==> config.mk <==
export PLATFORM = sky130hd
export DESIGN_NAME = param_reg_bank
export DESIGN_NICKNAME = d
export VERILOG_FILES = /design/src/rtl/param_reg_bank.sv
export SDC_FILE = /design/constraint.sdc
export NUM_CORES = 1
export LEC_CHECK = 0
export ABC_CLOCK_PERIOD_IN_PS = 1900
export BUFFER_PORTS_ARGS = -buffer_cell sky130_fd_sc_hd__buf_4
export CORE_MARGIN = 3
export CORE_UTILIZATION = 50
export DETAILED_ROUTE_END_ITERATION = 8
export PLACE_DENSITY_LB_ADDON = 0.12
export SLEW_MARGIN = 25
export SYNTH_ARGS = -nofsm -noshare
export SYNTH_HDL_FRONTEND = slang
export SYNTH_SLANG_ARGS = --single-unit
==> constraint.sdc <==
create_clock -name clk -period 1.9 [get_ports clk]
set_input_delay 0.19 -clock clk [delete_from_list [all_inputs] [get_ports clk]]
set_output_delay 0.19 -clock clk [all_outputs]
set_load 0.01 [all_outputs]
==> src/rtl/param_reg_bank.sv <==
// Byte-addressed parameter register bank: control bytes, command pulses,
// sticky event bits with masked interrupt, status snapshot and device ID.
module param_reg_bank #(
  parameter int                    ADDR_W       = 5,
  parameter int                    NUM_CTRL     = 2,
  parameter logic [8*NUM_CTRL-1:0] CTRL_RESET   = '0,
  parameter int                    STATUS_BYTES = 12,
  parameter logic [7:0]            DEVICE_ID    = 8'hB9
) (
  input  logic                      clk,
  input  logic                      rst_n,
  input  logic [ADDR_W-1:0]         addr,
  input  logic                      wr_en,
  input  logic [7:0]                wr_data,
  input  logic                      rd_en,
  output logic [7:0]                rd_data,
  output logic [8*NUM_CTRL-1:0]     ctrl_out,
  output logic [7:0]                cmd_pulse,
  input  logic [7:0]                event_in,
  input  logic [8*STATUS_BYTES-1:0] status_in,
  output logic                      irq
);

  localparam int SNAP_BASE = NUM_CTRL + 3;

  localparam logic [ADDR_W-1:0] CMD_A    = ADDR_W'(NUM_CTRL);
  localparam logic [ADDR_W-1:0] STICKY_A = ADDR_W'(NUM_CTRL + 1);
  localparam logic [ADDR_W-1:0] MASK_A   = ADDR_W'(NUM_CTRL + 2);
  localparam logic [ADDR_W-1:0] SNAP_A   = ADDR_W'(SNAP_BASE);
  localparam logic [ADDR_W-1:0] ID_A     = '1;

  if (NUM_CTRL + 3 + STATUS_BYTES > (1 << ADDR_W) - 1) begin : g_bad_map
    $error("param_reg_bank: address map does not fit below the ID address");
  end
  if (STATUS_BYTES < 2) begin : g_bad_status
    $error("param_reg_bank: STATUS_BYTES must be at least 2");
  end

  logic [8*NUM_CTRL-1:0]         ctrl_q;
  logic [7:0]                    sticky_q;
  logic [7:0]                    mask_q;
  // Byte 0 is always read live, so only bytes 1.. are held in the shadow.
  logic [8*(STATUS_BYTES-1)-1:0] shadow_q;
  logic [7:0]                    rd_mux;
  logic [7:0]                    sticky_clr;

  assign ctrl_out   = ctrl_q;
  assign sticky_clr = (wr_en && addr == STICKY_A) ? wr_data : 8'h00;

  always_comb begin
    rd_mux = 8'h00;
    for (int k = 0; k < NUM_CTRL; k++)
      if (addr == ADDR_W'(k)) rd_mux = ctrl_q[8*k +: 8];
    if (addr == STICKY_A) rd_mux = sticky_q;
    if (addr == MASK_A)   rd_mux = mask_q;
    if (addr == SNAP_A)   rd_mux = status_in[7:0];
    for (int k = 1; k < STATUS_BYTES; k++)
      if (addr == ADDR_W'(SNAP_BASE + k)) rd_mux = shadow_q[8*(k-1) +: 8];
    if (addr == ID_A)     rd_mux = DEVICE_ID;
  end

  always_ff @(posedge clk or negedge rst_n) begin
    if (!rst_n) begin
      ctrl_q    <= CTRL_RESET;
      sticky_q  <= 8'h00;
      mask_q    <= 8'h00;
      shadow_q  <= '0;
      cmd_pulse <= 8'h00;
      irq       <= 1'b0;
      rd_data   <= 8'h00;
    end else begin
      for (int k = 0; k < NUM_CTRL; k++)
        if (wr_en && addr == ADDR_W'(k)) ctrl_q[8*k +: 8] <= wr_data;
      if (wr_en && addr == MASK_A) mask_q <= wr_data;
      cmd_pulse <= (wr_en && addr == CMD_A) ? wr_data : 8'h00;
      // Event set is OR-ed in after the clear so a coincident set wins.
      sticky_q  <= (sticky_q & ~sticky_clr) | event_in;
      irq       <= |(sticky_q & mask_q);
      if (rd_en) begin
        rd_data <= rd_mux;
        if (addr == SNAP_A) shadow_q <= status_in[8*STATUS_BYTES-1:8];
      end
    end
  end

endmodule
==> results.txt <==
Fmax: 579.2 MHz
Final setup vio count: 0
# fillers: 907
Design Power: 8.840 mW
Placeable Area: 13300 sq um
GR met1 Demand/Resource: 35.76%
Pleak: 4.556 nW
Met3 usage: 7.419%
Die area: 15100 sq um
Skew final: 0.006840 ns
Critical path arrival: 2.03 ns
Reg area: 3428 sq um
Row cnt: 42
Mapped Avg Cell Area: 12.04 sq um
Critical Path Source Type: flip-flop
Clock transition at the registers of the reported paths: 0.06 ns
Vias: 5849
Final WL: 21780 um
Routed Antenna Nets: 0
Largest net degree at the start of global routing: 60
Diode count: 0
First-pass GRT wire length: 33590 um
CTS H-Tree Depth: 4
Crit path top cell by count: o22ai_1
Minimum clock period after layout: 1.726 ns
Clock Sinks: 137
GRT Total Usage: 29.95%
CP peak stage delay: 0.42 ns
Residual overflow from global routing: 0
WS Path Type: flip-flop to flip-flop
Sequential area share after synthesis: 50.20%
Net Switching: 2.346 mW
Setup tns final: 0 ns
Comb power frac: 18.0%
Cell area power density: 894.0 nW/um^2
Maximum vdd ir drop: 0.6958 mV
Worst Tran Pin Value: 0.5681 ns
Cells after Synth: 567
DP HPWL: 15540 um
Starting density of the core: 51.36%
Remaining DRCs: 0
Clock power share: 38.8%
Via/cell ratio: 5.673
IO buf count: 153
TritonCTS buffer count: 17
Number of top-level pins: 154
Top area cells in the synthesized netlist: dfrtp_1 (50%), mux2_1 (14%), mux2_2 (4.5%)
Nets: 965
First DRT Iteration DRCs: 380
Fin. max-slew vios: 0
Per-cell routed wire length: 21.13 um
Post-synth EDFFs: 0
Post-CTS Setup Inserts: 0
Critical-path cell list: mux2_2 > a21oi_1 > o22ai_1 > a221oi_1 > buf_4 > o22ai_1
Sequential power share: 43.1%
Post-synthesis cell type count: 65
Commonest cells after routing, fill and taps aside: buf_4 (194), dfrtp_1 (137), dlygate4sd3_1 (96), mux2_1 (87), nand2_1 (33)
Commonest non-fill, non-tap cell in the layout: buf_4
CTS max path bufs: 2
Vias in the first global route: 6283
Sw frac: 26.54%
Syn-to-layout area delta: 44.80%
Hold Crit Class: primary input to flip-flop
CTS tree: built
Async SR Flop Fraction: 100.0%
Share of cells above drive strength 1: 32.05%
Critical Path RT: 2.20 ns
Final Hold Vio Count: 0
Post-Syn Area: 6829 sq um
Yosys warning count: 0
First-pass iteration count of the detailed router: 5
Yosys top cell by area: dfrtp_1
Crit-path max FO: 3
Buf/Inv on CP: 1
Outcome: complete, no violations
Family with the most delay on the worst path: compound AO/OA/AOI/OAI gates
Post-synth top area share: 50.20%
Busiest grt layer: met2
Footprint of the multi-input gates: 3103 sq um
Slew headroom: 62.12%
Max_cap viols: 0
Yosys reg bits: 137
Crit-path slowest cell: dfrtp_1
RSZ-0062 raised after global routing: no
Post-CTS Resized: 0
Net Count, Synth: 688
Prevailing post-synth register cell: dfrtp_1
GPL Wtd Cong: 0.9520
Die Wd: 122.9 um
M2 GR Usage: 51.38%
Die Y: 122.9 um
Clock insertion delay at the later pin of the skew report: 0.42 ns
Final Cycle Share: 90.87%
Clk root buf: clkbuf_16
CP endpoint kind: flip-flop
Initial antenna violation count: 0
Cell Int Power: 6.494 mW
[worst reg2reg max path, delay by kind of cell, from the launching register on]
family          cells  cell delay, ns
compound gates      4            0.73
flops               1            0.42
mux                 1            0.28
buf+inv             1            0.19
[worst paths after layout]
kind                                      to  depth (start not counted)         start  slack (ns)
worst max-delay path              rd_data[0]                          6   sticky_q[0]        0.17
worst min-delay path            cmd_pulse[1]                          2    wr_data[1]        0.02
worst max register to register    rd_data[0]                          6   sticky_q[0]        0.17
worst min register to register  shadow_q[57]                          1  shadow_q[57]        0.48
max in group asynchronous       shadow_q[56]                          3         rst_n        0.94
min in group asynchronous       shadow_q[70]                          2         rst_n        0.32
[final cells by class]
type | count | share of cell area [%]
Inverter | 6 | 0.2278
Timing Repair Buffer | 295 | 25.37
Tap cell | 176 | 2.227
Multi-Input combinational cell | 387 | 31.38
Clock inverter | 13 | 1.822
Sequential cell | 137 | 34.67
Clock buffer | 17 | 4.302
[cell usage after synthesis (all sizes together), types with 8 or more instances]
cell,n
nand3,12
buf,35
a21o,10
mux2,114
nor2,20
nor3,9
nor2b,14
nand2,33
nand2b,8
a21oi,19
o22ai,12
mux2i,13
and2,10
o21ai,22
dfrtp,137
[flip-flops by register name, indices dropped and copies added, names as in the netlist]
register,flops
shadow_q,88
ctrl_out,16
cmd_pulse,8
mask_q,8
rd_data,8
sticky_q,8
irq,1
[cells by family after synthesis]
logic type / after synthesis / synth area share [%]
AND/OR/NAND/NOR: 135 / 11.03
buffers and inverters: 43 / 4.489
multiplexers: 128 / 21.03
AO/OA/AOI/OAI: 124 / 13.25
flip-flops: 137 / 50.20
[what timing repair did]
item | CTS | global route
endpoints found under the hold margin | 147 | 3
hold buffers | 93 | 3
endpoints found under the setup margin | 0 | 0
[through the flow]
step / util, % / cells / setup slack [ns] / cell area (sq um) / hold slack (ns)
after CTS: 74.15 / 1028 / 0.2051 / 9858 / 0.0003103
after global placement: 62.59 / 905 / 0.05317 / 8322 / 0.2040
after detailed placement: 62.59 / 905 / 0.003647 / 8322 / 0.2124
after global routing: 74.37 / 1031 / 0.1129 / 9888 / 0.009764
final: 74.37 / 1031 / 0.1735 / 9888 / 0.01581
after floorplan: - / 567 / 0.3220 / 6829 / -0.1056
[power groups by stage]
stage	sequential [mW]	clock, mW	combinational [mW]
after CTS	3.81	3.48	1.58
after global placement	3.84	0	1.38
after global routing	3.85	3.60	1.73
final	3.81	3.43	1.59
after detailed placement	3.85	0	1.42
after floorplan	3.70	0	0.740
[layer usage]
metal	vias to the layer above	part of all wire (%)
li1	2662	-
met1	2906	40
met2	233	51
met3	48	5.8
met4	0	3.3
met5	-	0
(Power assumes the default switching activity.)
